## src/rtl/riscv_pkg.sv

```systemverilog
// Shared encodings for the multi-cycle RISC-V control path:
// opcodes, ALU function codes, FSM states and the instruction decoder.
package riscv_pkg;

    localparam logic [6:0] OP_R      = 7'b0110011;
    localparam logic [6:0] OP_I      = 7'b0010011;
    localparam logic [6:0] OP_LOAD   = 7'b0000011;
    localparam logic [6:0] OP_STORE  = 7'b0100011;
    localparam logic [6:0] OP_BRANCH = 7'b1100011;

    localparam logic [6:0] F7_ZERO = 7'b0000000;
    localparam logic [6:0] F7_ALT  = 7'b0100000;

    localparam logic [2:0] F3_ADD = 3'b000;
    localparam logic [2:0] F3_SLL = 3'b001;
    localparam logic [2:0] F3_LW  = 3'b010;
    localparam logic [2:0] F3_XOR = 3'b100;
    localparam logic [2:0] F3_SR  = 3'b101;
    localparam logic [2:0] F3_OR  = 3'b110;
    localparam logic [2:0] F3_AND = 3'b111;
    localparam logic [2:0] F3_BEQ = 3'b000;
    localparam logic [2:0] F3_BNE = 3'b001;

    typedef enum logic [2:0] {
        ALU_ADD = 3'b000,
        ALU_SUB = 3'b001,
        ALU_AND = 3'b010,
        ALU_OR  = 3'b011,
        ALU_XOR = 3'b100,
        ALU_SLL = 3'b101,
        ALU_SRL = 3'b110
    } alu_func_e;

    typedef enum logic [2:0] {
        S_FETCH,
        S_DECODE,
        S_EXEC,
        S_MEM,
        S_WB
    } state_e;

    typedef enum logic [1:0] {
        K_ALU,
        K_LOAD,
        K_STORE,
        K_BRANCH
    } kind_e;

    typedef struct packed {
        logic      legal;
        kind_e     kind;
        alu_func_e func;
        logic      b_sel;
    } dec_t;

    function automatic dec_t decode(input logic [31:0] ir);
        dec_t       d;
        logic [6:0] opc;
        logic [6:0] f7;
        logic [2:0] f3;
        logic       ok3;
        logic       shift;
        alu_func_e  base;

        opc   = ir[6:0];
        f7    = ir[31:25];
        f3    = ir[14:12];
        shift = (f3 == F3_SLL) || (f3 == F3_SR);
        ok3   = 1'b1;
        base  = ALU_ADD;
        unique case (f3)
            F3_ADD:  base = ALU_ADD;
            F3_SLL:  base = ALU_SLL;
            F3_XOR:  base = ALU_XOR;
            F3_SR:   base = ALU_SRL;
            F3_OR:   base = ALU_OR;
            F3_AND:  base = ALU_AND;
            default: ok3  = 1'b0;
        endcase

        d = '{legal: 1'b0, kind: K_ALU, func: ALU_ADD, b_sel: 1'b0};
        unique case (opc)
            OP_R: begin
                d.legal = ok3 && ((f7 == F7_ZERO) ||
                          ((f7 == F7_ALT) && (f3 == F3_ADD)));
                d.func  = (f7 == F7_ALT) ? ALU_SUB : base;
            end
            OP_I: begin
                // Shift-immediates with funct7 != 0 (SRAI etc.) are rejected
                d.legal = ok3 && (!shift || (f7 == F7_ZERO));
                d.func  = base;
                d.b_sel = 1'b1;
            end
            OP_LOAD: begin
                d.legal = (f3 == F3_LW);
                d.kind  = K_LOAD;
                d.b_sel = 1'b1;
            end
            OP_STORE: begin
                d.legal = (f3 == F3_LW);
                d.kind  = K_STORE;
                d.b_sel = 1'b1;
            end
            OP_BRANCH: begin
                d.legal = (f3 == F3_BEQ) || (f3 == F3_BNE);
                d.kind  = K_BRANCH;
                d.func  = ALU_SUB;
            end
            default: d.legal = 1'b0;
        endcase
        return d;
    endfunction

endpackage

```

## src/rtl/imm_gen.sv

```systemverilog
// Immediate generator: sign/zero-extends the immediate field of the
// instruction register according to its format.
module imm_gen
    import riscv_pkg::*;
(
    input  logic [31:0] ir,
    output logic [31:0] imm
);

    logic [2:0] f3;
    logic       shift;

    assign f3    = ir[14:12];
    assign shift = (f3 == F3_SLL) || (f3 == F3_SR);

    always_comb begin
        imm = '0;
        unique case (ir[6:0])
            OP_I: begin
                if (shift) imm = {27'd0, ir[24:20]};
                else       imm = {{20{ir[31]}}, ir[31:20]};
            end
            OP_LOAD:   imm = {{20{ir[31]}}, ir[31:20]};
            OP_STORE:  imm = {{20{ir[31]}}, ir[31:25], ir[11:7]};
            OP_BRANCH: imm = {{19{ir[31]}}, ir[31], ir[7],
                              ir[30:25], ir[11:8], 1'b0};
            default:   imm = '0;
        endcase
    end

endmodule

```

## src/rtl/exec_ctrl_fsm.sv

```systemverilog
// Multi-cycle control FSM for the non-pipelined core: fetch, decode,
// ALU sequencing, data memory access and register writeback.
module exec_ctrl_fsm
    import riscv_pkg::*;
#(
    parameter logic [31:0] RESET_PC = 32'h0000_0000,
    parameter int          XLEN     = 32
) (
    input  logic            clk,
    input  logic            rst_n,
    output logic            imem_req,
    output logic [XLEN-1:0] imem_addr,
    input  logic            imem_ack,
    input  logic [XLEN-1:0] imem_rdata,
    output logic            alu_en,
    output logic [6:0]      alu_opcode,
    output logic [2:0]      alu_func,
    output logic            alu_b_sel,
    output logic [XLEN-1:0] imm,
    input  logic [XLEN-1:0] alu_y,
    output logic [4:0]      rs1_addr,
    output logic [4:0]      rs2_addr,
    output logic [4:0]      rd_addr,
    output logic            rf_we,
    output logic            rf_wsel,
    output logic            dmem_req,
    output logic            dmem_we,
    output logic [XLEN-1:0] dmem_addr,
    input  logic            dmem_ack,
    output logic            illegal,
    output logic [XLEN-1:0] pc
);

    state_e          state;
    kind_e           kind_q;
    dec_t            dec;
    logic [XLEN-1:0] ir;
    logic [XLEN-1:0] res_q;
    logic [XLEN-1:0] imm_dec;
    logic [XLEN-1:0] pc_plus4;
    logic [XLEN-1:0] pc_branch;
    logic            br_take;

    imm_gen u_imm_gen (
        .ir  (ir),
        .imm (imm_dec)
    );

    assign dec       = decode(ir);
    assign rs1_addr  = ir[19:15];
    assign rs2_addr  = ir[24:20];
    assign rd_addr   = ir[11:7];
    assign imem_addr = pc;
    assign dmem_addr = res_q;
    assign pc_plus4  = pc + 32'd4;
    assign pc_branch = pc + imm;

    // funct3[0] separates BNE from BEQ
    assign br_take = ir[12] ? (alu_y != '0) : (alu_y == '0);

    always_ff @(posedge clk or negedge rst_n) begin
        if (!rst_n) begin
            state      <= S_FETCH;
            kind_q     <= K_ALU;
            pc         <= RESET_PC;
            ir         <= '0;
            res_q      <= '0;
            imem_req   <= 1'b0;
            alu_en     <= 1'b0;
            alu_opcode <= '0;
            alu_func   <= ALU_ADD;
            alu_b_sel  <= 1'b0;
            imm        <= '0;
            rf_we      <= 1'b0;
            rf_wsel    <= 1'b0;
            dmem_req   <= 1'b0;
            dmem_we    <= 1'b0;
            illegal    <= 1'b0;
        end else begin
            illegal <= 1'b0;
            unique case (state)
                S_FETCH: begin
                    imem_req <= 1'b1;
                    if (imem_req && imem_ack) begin
                        ir       <= imem_rdata;
                        imem_req <= 1'b0;
                        state    <= S_DECODE;
                    end
                end
                S_DECODE: begin
                    if (!dec.legal) begin
                        illegal  <= 1'b1;
                        pc       <= pc_plus4;
                        imem_req <= 1'b1;
                        state    <= S_FETCH;
                    end else begin
                        alu_opcode <= ir[6:0];
                        alu_func   <= dec.func;
                        alu_b_sel  <= dec.b_sel;
                        imm        <= imm_dec;
                        kind_q     <= dec.kind;
                        alu_en     <= 1'b1;
                        state      <= S_EXEC;
                    end
                end
                S_EXEC: begin
                    alu_en <= 1'b0;
                    res_q  <= alu_y;
                    unique case (kind_q)
                        K_ALU: begin
                            rf_we   <= (rd_addr != 5'd0);
                            rf_wsel <= 1'b0;
                            state   <= S_WB;
                        end
                        K_LOAD, K_STORE: begin
                            dmem_req <= 1'b1;
                            dmem_we  <= (kind_q == K_STORE);
                            state    <= S_MEM;
                        end
                        K_BRANCH: begin
                            pc       <= br_take ? pc_branch : pc_plus4;
                            imem_req <= 1'b1;
                            state    <= S_FETCH;
                        end
                    endcase
                end
                S_MEM: begin
                    if (dmem_ack) begin
                        dmem_req <= 1'b0;
                        dmem_we  <= 1'b0;
                        if (kind_q == K_LOAD) begin
                            rf_we   <= (rd_addr != 5'd0);
                            rf_wsel <= 1'b1;
                            state   <= S_WB;
                        end else begin
                            pc       <= pc_plus4;
                            imem_req <= 1'b1;
                            state    <= S_FETCH;
                        end
                    end
                end
                S_WB: begin
                    rf_we    <= 1'b0;
                    rf_wsel  <= 1'b0;
                    pc       <= pc_plus4;
                    imem_req <= 1'b1;
                    state    <= S_FETCH;
                end
                default: state <= S_FETCH;
            endcase
        end
    end

endmodule

```

## config.mk

```make
export PLATFORM = sky130hd
export DESIGN_NAME = exec_ctrl_fsm
export DESIGN_NICKNAME = d
export VERILOG_FILES = /design/src/rtl/riscv_pkg.sv /design/src/rtl/imm_gen.sv /design/src/rtl/exec_ctrl_fsm.sv
export SDC_FILE = /design/constraint.sdc
export NUM_CORES = 1
export LEC_CHECK = 0
export ABC_AREA = 1
export CORE_ASPECT_RATIO = 1.75
export CORE_MARGIN = 4
export CORE_UTILIZATION = 46
export DETAILED_ROUTE_END_ITERATION = 8
export HOLD_SLACK_MARGIN = 0.15
export PLACE_DENSITY = 0.75
export SLEW_MARGIN = 20
export SYNTH_ARGS = -nofsm -noshare
export SYNTH_HDL_FRONTEND = slang
export SYNTH_SLANG_ARGS = --single-unit
```

## constraint.sdc

```tcl
create_clock -name clk -period 2.5 [get_ports clk]
set_input_delay 0.375 -clock clk [delete_from_list [all_inputs] [get_ports clk]]
set_output_delay 0.375 -clock clk [all_outputs]
set_load 0.02 [all_outputs]
```

==> results.json <==
{
  "n_antenna_cell": 0,
  "synth-xor-area-share": 0.0285,
  "area_growth_pct": 32.5,
  "p_leak_nw": 6.42,
  "synth_common_cells": "nand2_1 (528), inv_1 (166), dfrtp_1 (132)",
  "power_density_nw_per_um2": 894,
  "cts_root_buf": "clkbuf_16",
  "antenna_found_initial": 0,
  "yosys.area.top_type_share": 0.347,
  "synth.area.top_cells": "dfrtp_1 (35%), nand2_1 (21%), inv_1 (6.5%)",
  "yosysWarningCount": 0,
  "crit_fanout": 12,
  "drc_errors": 0,
  "synth_cells": 1411,
  "dp.cells": 1835,
  "viasPerCell": 5.20,
  "synthDistinctLibCells": 47,
  "final_layout_size_suffix_gt1_frac": 0.0809,
  "numCtsBuffers": 17,
  "worstMarginPinSlew_ps": 541,
  "setup_slack_ps": 82.3,
  "ys_seq_area_frac": 0.347,
  "cts_tree": "yes",
  "cts_max_level": 4,
  "synthMuxAreaShare": 0,
  "grt_overflow": 0,
  "grt_pass1_wl_mm": 50.3,
  "synthFlopType": "dfrtp_1",
  "path_class": "reg2reg",
  "drtIter0Drc": 590,
  "synth-simple-area-share": 0.361,
  "fmax_mhz": 414,
  "core_area_sq_um": 20400,
  "dp_hpwl_mm": 25.3,
  "io_buffers": 228,
  "place_congestion": 0.992,
  "die_w_microns": 117,
  "async_flop_share": 1.00,
  "syn_avg_cell_area_sq_um": 6.75,
  "min_period_ps": 2420,
  "final_nets": 1714,
  "finalSetupViolCount": 0,
  "cp_common_cell": "nand2_1",
  "vias": 9717,
  "firstDrtPassIters": 7,
  "max_stage_delay_ps": 580,
  "hold_violations": 0,
  "rows": 69,
  "path_cells": "buf_4 -> ha_1 -> nand2_1 -> nor2_1 -> inv_1 -> nor3_1 -> nand2_1 -> nand2_1 -> nand2_1 -> nand3_1 -> nand2_1 -> o21ai_1",
  "clk_path_buf_depth": 2,
  "ys_seq_elements": 132,
  "clk_latency_ps": 430,
  "yosys.area.top_type": "dfrtp_1",
  "synth_adder_area_share": 0.0507,
  "finalHoldWorstSlack_ps": 453,
  "ioPinCount": 229,
  "clock_skew_ps": 10.1,
  "synth.most_common_cell": "nand2_1",
  "slew_headroom": 0.639,
  "grt_max_degree": 58,
  "track_usage": 0.285,
  "syn_nets": 1517,
  "status": "completed",
  "finalMaxSlewViolations": 0,
  "synth_top_family_by_area": "simple AND/OR/NAND/NOR gates",
  "worstPathArrival_ps": 2770,
  "startpoint_type": "flop",
  "post_dp_cell_area_sq_um": 11800,
  "syn_area_sq_um": 9520,
  "clk_pin_slew_ps": 60,
  "synth_edf_count": 0,
  "period_share": 0.967,
  "totalWireLength_mm": 32.4,
  "die_h_microns": 198,
  "dieArea_sq_um": 23100,
  "fin_area_sq_um": 12600,
  "hp-class": "in2async",
  "stdcell_count": 1868,
  "ir_drop_uv": 804,
  "place_ws_ps": 120,
  "cts.sinks": 132,
  "drv_cap": 0,
  "reg2reg_slack_ps": 80,
  "critPathCaptureType": "flop",
  "drt.antenna.violating_nets": 0,
  "grt_pass1_vias": 9766,
  "synth_compound_area_frac": 0.0785,
  "fin_util": 0.619,
  "crit_slowest_cell": "dfrtp_4",
  "wire_per_inst_microns": 17.3,
  "required_ps": 2850,
  "start_util": 0.467
}
cell families after synthesis:
group                    count (synthesis)
AO/OA/AOI/OAI                          139
adder cells (fa/ha/maj)                 38
buffers and inverters                  268
flip-flops                             132
AND/OR/NAND/NOR                        803
XOR/XNOR                                31
through the flow:
stage	power (W)	TNS [ps]
after floorplan	0.00634	0
after global placement	0.00841	0
after detailed placement	0.00848	0
after CTS	0.0113	0
after global routing	0.0119	-23.3
final	0.0113	0
path summary, 6_finish.rpt:
kind | from | endpoint | depth (start not counted)
hold reg to reg | dmem_addr[12]$_DFFE_PN0P_ | dmem_addr[12]$_DFFE_PN0P_ | 2
max in group asynchronous | rst_n | imm[30]$_DFFE_PN0P_ | 3
hold / removal | rst_n | dmem_addr[30]$_DFFE_PN0P_ | 2
min in group clk | dmem_addr[12]$_DFFE_PN0P_ | dmem_addr[12]$_DFFE_PN0P_ | 2
setup / recovery | imm[30]$_DFFE_PN0P_ | imem_addr[27]$_DFFE_PN0P_ | 12
setup reg to reg | imm[30]$_DFFE_PN0P_ | imem_addr[27]$_DFFE_PN0P_ | 12
critical path, delay by kind of cell (launching register included):
kind                       cells  cell delay (ps)
buffers and inverters          2              320
DFF                            1              580
and+or+nand+nor                8              920
adders and majority gates      1              390
AOI/OAI and AO/OA              1              120
area by class of cell:
cell class              count  area (sq um)
flip-flops and latches    132          3310
fillers                  1892          7770
multi-input cells        1011          5000
repair buffers            271          2700
inverters                 175           657
clock inverters            13           206
clock buffers              18           429
well taps                 248           310
cells in the final DEF (no fill, tap or decap), types with 3 or more instances in the layout:
| cell | instances |
|---|---|
| a21oi_1 | 23 |
| a31oi_1 | 5 |
| and2_1 | 3 |
| buf_12 | 3 |
| buf_4 | 39 |
| bufinv_16 | 5 |
| clkbuf_16 | 17 |
| clkdlybuf4s50_1 | 207 |
| clkinv_2 | 3 |
| dfrtp_1 | 131 |
| dlymetal6s2s_1 | 20 |
| ha_1 | 33 |
| inv_1 | 166 |
| inv_2 | 8 |
| nand2_1 | 528 |
| nand2_2 | 3 |
| nand2_4 | 3 |
| nand3_1 | 79 |
| nand3_2 | 10 |
| nand3b_1 | 7 |
| nand4_1 | 14 |
| nor2_1 | 103 |
| nor2_2 | 6 |
| nor2_4 | 3 |
| nor3_1 | 22 |
| nor3_2 | 4 |
| o21ai_0 | 87 |
| o21ai_1 | 6 |
| o21bai_1 | 5 |
| o22ai_1 | 4 |
| or2_2 | 8 |
| xnor2_1 | 16 |
| xor2_1 | 15 |
per-layer routing:
metal  up-vias  wire, microns  GRT usage
li1       4762              -          -
met3       132           2090     0.0602
met1      4388          10800      0.283
met5         -              0          0
met4         0           2530      0.205
met2       435          17000      0.508
state kept, by name, summed over array words and instances (netlist names):
register / count
dmem_addr: 32
imem_addr: 32
ir: 32
imm: 13
alu_opcode: 7
alu_func: 3
state: 3
kind_q: 2
alu_b_sel: 1
alu_en: 1
dmem_req: 1
dmem_we: 1
illegal: 1
imem_req: 1
rf_we: 1
rf_wsel: 1
where the power goes:
group	total, W	leakage, nW	internal [W]	switching [W]
logic	0.00508	4.46	0.00210	0.00297
clock network	0.00277	0.307	0.00176	0.00100
registers	0.00343	1.65	0.00284	0.000586
timing repair:
| action | CTS | global route |
|---|---|---|
| setup endpoints to repair | 0 | 10 |
| gates resized for setup | 0 | 32 |
| hold buffers | 1 | 0 |
| setup buffers | 0 | 1 |
| endpoints found under the hold margin | 53 | 0 |
Power figures use the tool's default switching activity.
==> edit (same settings) <==
The 4 values of `kind_e` get a one-hot encoding in 4 bits.
--- a/src/rtl/riscv_pkg.sv
+++ b/src/rtl/riscv_pkg.sv
@@ -39,11 +39,11 @@
         S_WB
     } state_e;
 
-    typedef enum logic [1:0] {
-        K_ALU,
-        K_LOAD,
-        K_STORE,
-        K_BRANCH
+    typedef enum logic [3:0] {
+        K_ALU    = 4'b0001,
+        K_LOAD   = 4'b0010,
+        K_STORE  = 4'b0100,
+        K_BRANCH = 4'b1000
     } kind_e;
 
     typedef struct packed {
Formal check against the unedited RTL: no difference found for any inputs over 4 cycles, from zero or initial values and one cycle with rst_n low; so few cycles prove little.
==> edit against the original RTL <==
Via count down 1.7%. Sequential cell count up 2. Cell area down 1.6%. Wire length down 4.6%. Sequential share of layout area up 0.83 points. Synthesized area down 0.68%. Total power down 11%. Core utilization down 0.70 points. Die area down 0.64%. Setup slack worse by 15 ps. Register-to-register slack better by 40 ps. Largest cell class unchanged.
==> edit: results <==
[outcome]
status = finished clean

[logic_synthesis]
synth-compound-area-share_pct = 8.073
synth-adder-area-share_pct = 4.447
ys_top_cells_by_count = 514 x nand2_1, 164 x nor2_1, 146 x inv_1, 133 x dfrtp_1, 69 x o21ai_0
netlist_top_cells_area = dfrtp_1 35%, nand2_1 20%, nor2_1 6.5%
synth-seq-area-share_pct = 35.48
synthMuxAreaShare_pct = 2.025
ys_types = 42
syn-num-nets = 1503
synthXorXnorAreaFrac_pct = 2.779
postSynth.asyncResetShare_pct = 100.0
yosysWarnings = 0

[clock_network]
cts-root-buf = clkbuf_16
htree_levels = 4

[route]
drt-initial-drc-count = 590
viasPerCell = 5.154
wl_per_cell_um = 16.67
drt_pre_antenna_iters = 5

[critical_path]
path_delay_family = buffers and inverters
arrival_ps = 2060
crit_slowest_cell = clkdlybuf4s50_1
r2r_cells = 13
rrSetupSlack_ps = 120
r2r_start = imm[30]
slowest_delay_ps = 630
worstPathMaxFanout = 18

[final_layout]
fill_cells = 1888
nets = 1693
drive_gt1_share_pct = 8.411

[sta]
finClkSkew_ps = 6.298
max_slew_margin_pct = 59.24

[placed_design]
dpl.hpwl_um = 24660
io_buffers = 228
gp_congestion = 0.9836

[power_and_ir_drop]
vdd_ir_drop_max_mv = 0.7282
sw_frac_of_total_pct = 39.16
p_leak_nw = 5.995

[global_routing]
antenna_found_initial = 0
track_usage_pct = 27.37
grt_pass1_vias = 9454
grt_pass1_wl_um = 48290
grt_max_degree = 55
## edit: changes by cell type after synthesis, moves of 17 or more
cell	change
a21oi_1	+23
inv_1	-20
mux2_2	+17
nand3_1	-29
nor2_1	+56
o21ai_0	-18
## edit: cell families after synthesis
group / Yosys count
simple gates: 795
buf+inv: 249
compound gates: 144
flops: 134
fa+ha+maj: 33
xor+xnor: 30
mux: 17
## edit: cell type report
type | count | area (µm²) | area share, %
timing repair buffer | 266 | 2613 | 21.05
sequential | 134 | 3358 | 27.06
multi-input combinational | 1019 | 4947 | 39.86
tap | 248 | 310.3 | 2.500
clock inverter | 14 | 176.4 | 1.421
clock buffer | 18 | 429.2 | 3.458
inverter | 154 | 578.1 | 4.657
## edit: metal layers
layer / vias to the layer above / wire length [µm] / global-route usage [%]
met5: - / 0 / 0
met4: 0 / 1842 / 15.01
met3: 103 / 1322 / 4.231
met2: 315 / 17350 / 52.63
met1: 4399 / 10370 / 26.90
li1: 4734 / - / -
## edit: how the worst max path moves through the flow
stage / slack [ps] / cells after the start / from / to
6_report: 70 / 3 / imm[30] / imm[20]
2_1_floorplan: 320 / 11 / imm[30] / imem_addr[28]
3_3_place_gp: 40 / 10 / imm[30] / imem_addr[29]
3_5_place_dp: 50 / 10 / imm[30] / imem_addr[29]
4_1_cts: 40 / 10 / imm[30] / imem_addr[29]
5_1_grt: -30 / 11 / imm[30] / imem_addr[25]
## edit: per-stage QoR
step	setup slack, ps	cells	cell area (µm²)	hold slack [ps]
after CTS	44.32	1851	12330	468.4
after global placement	43.18	1818	11720	356.3
after global routing	-26.29	1853	12410	504.9
after detailed placement	51.13	1818	11720	355.1
after floorplan	320.5	1402	9455	79.41
final	67.57	1853	12410	459.6
## edit: power by group through the flow
| stage | clock, W | combinational (W) | sequential, W |
|---|---|---|---|
| global placement | 0 | 0.00415 | 0.00324 |
| CTS | 0.00263 | 0.00422 | 0.00323 |
| detailed placement | 0 | 0.00420 | 0.00326 |
| global route | 0.00273 | 0.00457 | 0.00329 |
| floorplan | 0 | 0.00229 | 0.00346 |
| finish | 0.00260 | 0.00421 | 0.00323 |
## edit: what timing repair did
item / in CTS / in global routing
hold endpoints to repair: 52 / 0
hold buffers: 1 / 0
setup buffers: 0 / 2
endpoints found under the setup margin: 0 / 12
resized for setup: 0 / 19
